===== src/rtl/sram_ctrl_pkg.sv =====
// Shared definitions for the SRAM timing controller: FSM encodings and the
// byte-lane to chip/UB/LB strobe mapping for the two 16-bit chips.
package sram_ctrl_pkg;

    localparam logic [1:0] ST_IDLE   = 2'd0;
    localparam logic [1:0] ST_SETUP  = 2'd1;
    localparam logic [1:0] ST_ACCESS = 2'd2;
    localparam logic [1:0] ST_HOLD   = 2'd3;

    // Active-low strobes; index 0 is the chip on bits 15:0, index 1 on bits 31:16.
    typedef struct packed {
        logic [1:0] ce_n;
        logic [1:0] ub_n;
        logic [1:0] lb_n;
    } lanes_t;

    localparam lanes_t LANES_OFF  = lanes_t'(6'h3f);
    localparam lanes_t LANES_READ = lanes_t'(6'h00);

    // A chip is enabled only if at least one of its two bytes is written.
    function automatic lanes_t write_lanes(input logic [3:0] be);
        lanes_t l;
        l.lb_n = {~be[2], ~be[0]};
        l.ub_n = {~be[3], ~be[1]};
        l.ce_n = {~(be[3] | be[2]), ~(be[1] | be[0])};
        return l;
    endfunction

endpackage


===== src/rtl/sram_ctrl_if.sv =====
// Bus-side word-access handshake between the system master and sram_ctrl.
interface sram_ctrl_if #(
    parameter int ADDR_W = 18
) ();
    logic              req;
    logic              we;
    logic [ADDR_W-1:0] addr;
    logic [31:0]       wdata;
    logic [3:0]        be;
    logic [31:0]       rdata;
    logic              ack;
    logic              busy;

    modport master (output req, we, addr, wdata, be, input rdata, ack, busy);
    modport slave  (input req, we, addr, wdata, be, output rdata, ack, busy);
endinterface


===== src/rtl/sram_ctrl.sv =====
// Timing controller for the dual 256Kx16 asynchronous SRAM pair (one 32-bit word).
// Every pin-side strobe comes straight from a flop so the pads never see glitches.
module sram_ctrl
    import sram_ctrl_pkg::*;
#(
    parameter int ADDR_W  = 18,
    parameter int RD_WAIT = 1,
    parameter int WR_WAIT = 1
) (
    input  logic              clk_50mhz,
    input  logic              reset,
    sram_ctrl_if.slave        bus,
    output logic [ADDR_W-1:0] ram_addr,
    input  logic [31:0]       ram_data_in,
    output logic [31:0]       ram_data_out,
    output logic              ram_data_oe,
    output logic [1:0]        ram_ce_n,
    output logic [1:0]        ram_ub_n,
    output logic [1:0]        ram_lb_n,
    output logic              ram_we_n,
    output logic              ram_oe_n
);

    localparam int MAX_WAIT = (RD_WAIT > WR_WAIT) ? RD_WAIT : WR_WAIT;
    localparam int CNT_W    = $clog2(MAX_WAIT + 1);

    logic [1:0]       state;
    logic             is_write;
    logic [CNT_W-1:0] wait_cnt;
    lanes_t           lanes_q;

    assign ram_ce_n = lanes_q.ce_n;
    assign ram_ub_n = lanes_q.ub_n;
    assign ram_lb_n = lanes_q.lb_n;

    // NOTE: sequential state uses non-blocking assignments only, so every strobe
    // and the next state are computed from pre-edge values and update together.
    always_ff @(posedge clk_50mhz) begin
        if (reset) begin
            state        <= ST_IDLE;
            is_write     <= 1'b0;
            wait_cnt     <= '0;
            lanes_q      <= LANES_OFF;
            ram_addr     <= '0;
            ram_data_out <= '0;
            ram_data_oe  <= 1'b0;
            ram_we_n     <= 1'b1;
            ram_oe_n     <= 1'b1;
            bus.rdata    <= '0;
            bus.ack      <= 1'b0;
            bus.busy     <= 1'b0;
        end else begin
            bus.ack <= 1'b0;
            case (state)
                ST_IDLE: begin
                    if (bus.req) begin
                        state    <= ST_SETUP;
                        bus.busy <= 1'b1;
                        is_write <= bus.we;
                        ram_addr <= bus.addr;
                        if (bus.we) begin
                            lanes_q      <= write_lanes(bus.be);
                            ram_data_out <= bus.wdata;
                            ram_data_oe  <= 1'b1;
                        end else begin
                            lanes_q  <= LANES_READ;
                            ram_oe_n <= 1'b0;
                        end
                    end
                end
                ST_SETUP: begin
                    state    <= ST_ACCESS;
                    wait_cnt <= is_write ? CNT_W'(WR_WAIT - 1) : CNT_W'(RD_WAIT - 1);
                    if (is_write) ram_we_n <= 1'b0;
                end
                ST_ACCESS: begin
                    if (wait_cnt == '0) begin
                        state    <= ST_HOLD;
                        ram_we_n <= 1'b1;
                        ram_oe_n <= 1'b1;
                        bus.ack  <= 1'b1;
                        if (!is_write) bus.rdata <= ram_data_in;
                    end else begin
                        wait_cnt <= wait_cnt - 1'b1;
                    end
                end
                ST_HOLD: begin
                    // Address and data stay put through HOLD for the SRAM hold time.
                    state       <= ST_IDLE;
                    bus.busy    <= 1'b0;
                    lanes_q     <= LANES_OFF;
                    ram_data_oe <= 1'b0;
                end
                default: state <= ST_IDLE;
            endcase
        end
    end

endmodule


===== src/flat_wrapper.sv =====
// flat-port wrapper written by rule: the top's interface ports become plain ports
module sram_ctrl_flat import sram_ctrl_pkg::*;
#(
    parameter int ADDR_W  = 18,
    parameter int RD_WAIT = 1,
    parameter int WR_WAIT = 1
)
  (clk_50mhz, reset, ram_addr, ram_data_in, ram_data_out, ram_data_oe, ram_ce_n, ram_ub_n, ram_lb_n, ram_we_n, ram_oe_n, bus_req, bus_we, bus_addr, bus_wdata, bus_be, bus_rdata, bus_ack, bus_busy);
  sram_ctrl_if #(.ADDR_W(ADDR_W)) bus_i ();
  input  logic clk_50mhz;
  input  logic reset;
  output logic [ADDR_W-1:0] ram_addr;
  input  logic [31:0] ram_data_in;
  output logic [31:0] ram_data_out;
  output logic ram_data_oe;
  output logic [1:0] ram_ce_n;
  output logic [1:0] ram_ub_n;
  output logic [1:0] ram_lb_n;
  output logic ram_we_n;
  output logic ram_oe_n;
  input wire logic [$bits(bus_i.req)-1:0] bus_req;
  input wire logic [$bits(bus_i.we)-1:0] bus_we;
  input wire logic [$bits(bus_i.addr)-1:0] bus_addr;
  input wire logic [$bits(bus_i.wdata)-1:0] bus_wdata;
  input wire logic [$bits(bus_i.be)-1:0] bus_be;
  output wire logic [$bits(bus_i.rdata)-1:0] bus_rdata;
  output wire logic [$bits(bus_i.ack)-1:0] bus_ack;
  output wire logic [$bits(bus_i.busy)-1:0] bus_busy;
  assign bus_i.req = bus_req;
  assign bus_i.we = bus_we;
  assign bus_i.addr = bus_addr;
  assign bus_i.wdata = bus_wdata;
  assign bus_i.be = bus_be;
  assign bus_rdata = bus_i.rdata;
  assign bus_ack = bus_i.ack;
  assign bus_busy = bus_i.busy;
  sram_ctrl #(.ADDR_W(ADDR_W), .RD_WAIT(RD_WAIT), .WR_WAIT(WR_WAIT)) u_core (.clk_50mhz(clk_50mhz), .reset(reset), .bus(bus_i), .ram_addr(ram_addr), .ram_data_in(ram_data_in), .ram_data_out(ram_data_out), .ram_data_oe(ram_data_oe), .ram_ce_n(ram_ce_n), .ram_ub_n(ram_ub_n), .ram_lb_n(ram_lb_n), .ram_we_n(ram_we_n), .ram_oe_n(ram_oe_n));
endmodule

===== config.mk =====
export PLATFORM = sky130hd
export DESIGN_NAME = sram_ctrl_flat
export DESIGN_NICKNAME = d
export VERILOG_FILES = /design/src/rtl/sram_ctrl_pkg.sv /design/src/rtl/sram_ctrl_if.sv /design/src/rtl/sram_ctrl.sv /design/src/flat_wrapper.sv
export SDC_FILE = /design/constraint.sdc
export NUM_CORES = 1
export LEC_CHECK = 0
export ABC_AREA = 1
export CORE_ASPECT_RATIO = 1.5
export CORE_MARGIN = 2
export CORE_UTILIZATION = 35
export DETAILED_ROUTE_END_ITERATION = 8
export GPL_TIMING_DRIVEN = 1
export PLACE_DENSITY_LB_ADDON = 0.25
export SYNTH_ARGS = -nofsm -noshare
export SYNTH_HDL_FRONTEND = slang
export SYNTH_SLANG_ARGS = --single-unit

===== constraint.sdc =====
create_clock -name clk_50mhz -period 1.5 [get_ports clk_50mhz]
set_clock_uncertainty 0.15 [all_clocks]
set_input_delay 0.15 -clock clk_50mhz [delete_from_list [all_inputs] [get_ports clk_50mhz]]
set_output_delay 0.15 -clock clk_50mhz [all_outputs]
set_load 0.02 [all_outputs]

Word level (Yosys, flattened, before mapping)
Cells that the tools add are included.
Widths: inputs -> output; s select.

word-level totals
  register bits after elaboration = 97
  latch bits = 0
  RAM bits = 0
  bits in read-only memories = 0
  output and inout port bits = 93
  word-level logic and storage cells = 67
  memories = 0

cells by class
  add/sub/neg operators = 1
  multiply operators = 0
  div/mod/pow operators = 0
  order comparisons = 0
  equal/unequal tests = 8
  shift-type cells = 0
  muxes and demuxes = 20
  bitwise logic cells = 11
  reduce and logical (&&, ||, !) cells = 13

operator list
  cell                 count
  $mux 6               2
  $pmux 6 s2           1
  $reduce_and 3->1     4
  $pmux 1 s2           5
  $mux 1               9
  $not 1->1            9
  $ne 2x2->1 const B   4
  $pmux 2 s4           1
  $reduce_and 2->1     3
  $reduce_bool 2->1    3
  $eq 2x2->1 const B   2
  $mux 2               2
  $reduce_and 4->1     1
  $eq 2x1->1 const B   1
  $logic_not 2->1      1
  $ne 2x1->1 const B   1
  $or 1x1->1           2
  $reduce_or 2->1      1
  $sub 1x1->1 const B  1

Depth between registers and ports, before layout
  depth in word-level cells = 5
  mapped depth = 8
  gate-level depth less buffers = 8

Worst setup path after synthesis
No wires, ideal clock.

  path kind = register to register
  start point = reg u_core.state[0]
  end point = reg u_core.ram_data_out[10]
  setup time = 0.070 ns
  arrival = 1.288 ns
  data required time = 1.280 ns
  path slack = -0.008 ns
  cell stages (with the launch flop) = 7
  path buffers = 1
  cell sequence = dfxtp_1 inv_1 ha_1 nand3_2 clkbuf_1 nand2_1 a21oi_1

on the way
  longest elaborated chain between the ends = 2

ends and longest elaborated chain
  what                        RTL line         RTL
  start, declared             sram_ctrl.sv:27  logic [1:0] state;
  start signal, assigned      sram_ctrl.sv:40  state <= ST_IDLE;
  start signal, assigned      sram_ctrl.sv:57  state <= ST_SETUP;
  start signal, assigned      sram_ctrl.sv:72  state <= ST_ACCESS;
  $logic_not 2->1             sram_ctrl.sv:54  case (state)
  $reduce_and 3->1 (no line)  --
  end signal, assigned        sram_ctrl.sv:63  ram_data_out <= bus.wdata;
  end, declared               sram_ctrl.sv:15  output logic [31:0] ram_data_out,

No other way between the ends.
A chain may end at the register's enable or synchronous reset.

Final worst setup path
  start point = reg u_core.state[0]
  end point = reg u_core.ram_data_out[1]

Same word-level chain as after synthesis.

==> summary.md <==
| Metric | Value |
|---|---|
| Switching fraction of total power | `36.1%` |
| Endpoint class of the critical path | `flip-flop` |
| Synth-to-layout area growth | `66.5%` |
| Worst VDD drop | `1020 uV` |
| Routed vias | `3474` |
| Syn Area/Cell | `7.76 sq um` |
| Clk buf depth | `2` |
| Worst hold slack | `0.215 ns` |
| Top FF cell, synth | `dfxtp_1` |
| CP startpoint kind | `flip-flop` |
| CTS hold repair buffers | `0` |
| Row count | `44` |
| Layout cells sized above 1 | `7.97%` |
| Total of max-cap violations | `0` |
| Minimum clock period | `1.41 ns` |
| Logic gate share of total power | `40.2%` |
| Relative max-transition margin | `77.0%` |
| Clock power frac | `23.4%` |
| # DRC | `0` |
| Flop pwr share | `36.4%` |
| Ant. Diodes | `0` |
| I/O pins | `183` |
| Clock-pin slew on the worst setup and hold paths | `0.07 ns` |
| Max-slew violations | `0` |
| Tightest Pin Transition | `0.345 ns` |
| Total CTS buffers | `9` |
| Reg2reg path depth | `7` |
| WS Path Type | `flip-flop to flip-flop` |
| TritonCTS clock tree | `done` |
| HP Class | `input pin to flip-flop` |
| Status | `finished, final reports clean` |
| Syn Inst Count | `447` |
| Final setup viols | `0` |
| Leak pwr | `2.61 nW` |
| CTS HTree Levels | `3` |
| Fmax | `711 MHz` |
| Dpl cells | `737` |
| GRT Total Usage | `17.3%` |
| Synth top area cells | `dfxtp_1 55%, nor2_1 12%, nand2_1 9.1%` |
| Fin. Hold Viols | `0` |
| Final WL | `9.70 mm` |
| Worst EP required | `1.61 ns` |
| Post-synthesis register bit count | `96` |
| Via/cell ratio | `4.60` |
| Synth top area share | `55.4%` |
| Hold Crit Depth | `3` |
| Die Span Y | `126 um` |
| GP Congestion | `0.864` |
| Initial antenna violation count | `0` |
| Width of the die | `85.3 um` |
| Initial DRC Count | `118` |
| Hpwl dp | `6.95 mm` |
| Fin crit share | `93.8%` |
| Setup TNS | `0 ns` |
| Crit Path Max Fanout | `16` |
| CP Data Arrival Time | `1.52 ns` |
| Most numerous cell in the Yosys netlist | `nor2_1` |
| Final Power | `0.00953 W` |
| DP Worst Slack | `-0.0578 ns` |
| Fraction of registers with async set/reset | `0%` |
| Root Buffer Master | `clkbuf_16` |
| Post-synth cell types | `17` |
| Post-layout worst setup margin | `0.0937 ns` |
| Fin nets | `731` |
| Syn. warnings | `0` |
| Cell area after synthesis | `0.00347 sq mm` |
| Psw | `0.00344 W` |
| Area leader, netlist | `dfxtp_1` |
| Detail Route Antenna Nets | `0` |
| Pwr dens | `1650 mW/mm^2` |
| Largest net degree at the start of global routing | `48` |
| First-pass iteration count of the detailed router | `5` |
| Grt total ovfl | `0` |
| PortBufs | `182` |
| Initial core utilization | `35.8%` |
| Post-synth top cells | `111 x nor2_1, 96 x dfxtp_1, 84 x nand2_1` |
| Int Pwr | `0.00608 W` |
| Wire per inst | `12.8 um` |
| Vias in the first global route | `3328` |
| Syn Nets | `543` |
| Post-synth EDFFs | `0` |
| First-pass GRT wire length | `15.2 mm` |
| Non-Filler Instances | `755` |
| Core Box Area | `0.00969 sq mm` |
| Die area | `0.0107 sq mm` |
| Clock sinks | `96` |
| Worst skew pair latency | `0.33 ns` |
| Register area share after synthesis | `55.4%` |
-- layout by cell type, fill, tap and decap left out, drive strengths merged --
| master | n |
|---|---|
| a21oi | 36 |
| buf | 18 |
| bufinv | 1 |
| clkbuf | 13 |
| clkdlybuf4s50 | 89 |
| clkinv | 1 |
| clkinvlp | 3 |
| dfxtp | 96 |
| dlygate4sd2 | 93 |
| ha | 6 |
| inv | 17 |
| nand2 | 84 |
| nand3 | 7 |
| nand3b | 2 |
| nand4 | 1 |
| nor2 | 111 |
| nor3 | 1 |
| o21ai | 61 |
-- final timing paths --
path | start | to | slack [ns]
max | u_core.state[0] | u_core.ram_data_out[1] | 0.09
min | bus_wdata[16] | u_core.ram_data_out[16] | 0.21
max reg2reg | u_core.state[0] | u_core.ram_data_out[1] | 0.09
min reg2reg | u_core.ram_data_out[23] | u_core.ram_data_out[23] | 0.31
-- routing by layer --
metal  up-vias  GRT usage, %  wire [um]
met2       129          29.5       4790
met3        11          7.73        910
met5         -             0          0
met4         0          5.51        154
met1      1534          19.3       3840
li1       1800             -          -
-- cell families after synthesis --
| family | count (synthesis) | synth area share, % |
|---|---|---|
| compound gates | 97 | 14.0 |
| simple gates | 206 | 23.0 |
| fa+ha+maj | 6 | 2.16 |
| flops | 96 | 55.4 |
| buf+inv | 42 | 5.48 |
-- state kept, by name, summed over array words and instances, names as in the netlist --
register	count
u_core.ram_data_out	32
u_core.bus.ack	1
u_core.ram_ce_n	2
u_core.ram_ub_n	2
u_core.state	2
u_core.ram_addr	18
u_core.ram_data_oe	1
u_core.ram_oe_n	1
u_core.ram_we_n	1
u_core.ram_lb_n	2
u_core.bus.rdata	32
u_core.bus.busy	1
u_core.is_write	1
-- critical path, stage by stage, from the launching register on --
cell       delay [ns]
dfxtp_1          0.32
inv_2            0.11
ha_4             0.18
nand3_4          0.11
inv_4            0.10
clkbuf_16        0.17
nand2_1          0.06
a21oi_1          0.13
-- power groups by stage --
stage	Clock [W]	Combinational [W]	Sequential, W
5_1_grt	0.00241	0.00421	0.00356
4_1_cts	0.00230	0.00370	0.00347
3_5_place_dp	0	0.00405	0.00354
3_3_place_gp	0	0.00400	0.00351
6_report	0.00223	0.00383	0.00347
2_1_floorplan	0	0.00138	0.00426
-- timing repair --
item	4_1_cts	5_1_grt
pin swaps	0	0
gates cloned	0	2
hold endpoints to repair	0	0
setup buffers	0	0
setup endpoints to repair	129	89
resized for setup	96	26
-- layout make-up --
cell class                      count  area, sq um
Fill cell                         926         3910
Timing Repair Buffer              202         1950
Sequential cell                    96         1920
Multi-Input combinational cell    309         1400
Clock buffer                       11          233
Tap cell                          115          144
Inverter                           17         68.8
Clock inverter                      5         57.6
-- per-stage QoR --
step | util (%) | instance area [sq um]
6_report | 59.6 | 5780
3_3_place_gp | 56.7 | 5500
2_1_floorplan | - | 3470
4_1_cts | 58.7 | 5680
5_1_grt | 59.6 | 5780
3_5_place_dp | 56.7 | 5500
(Power assumes the default switching activity.)
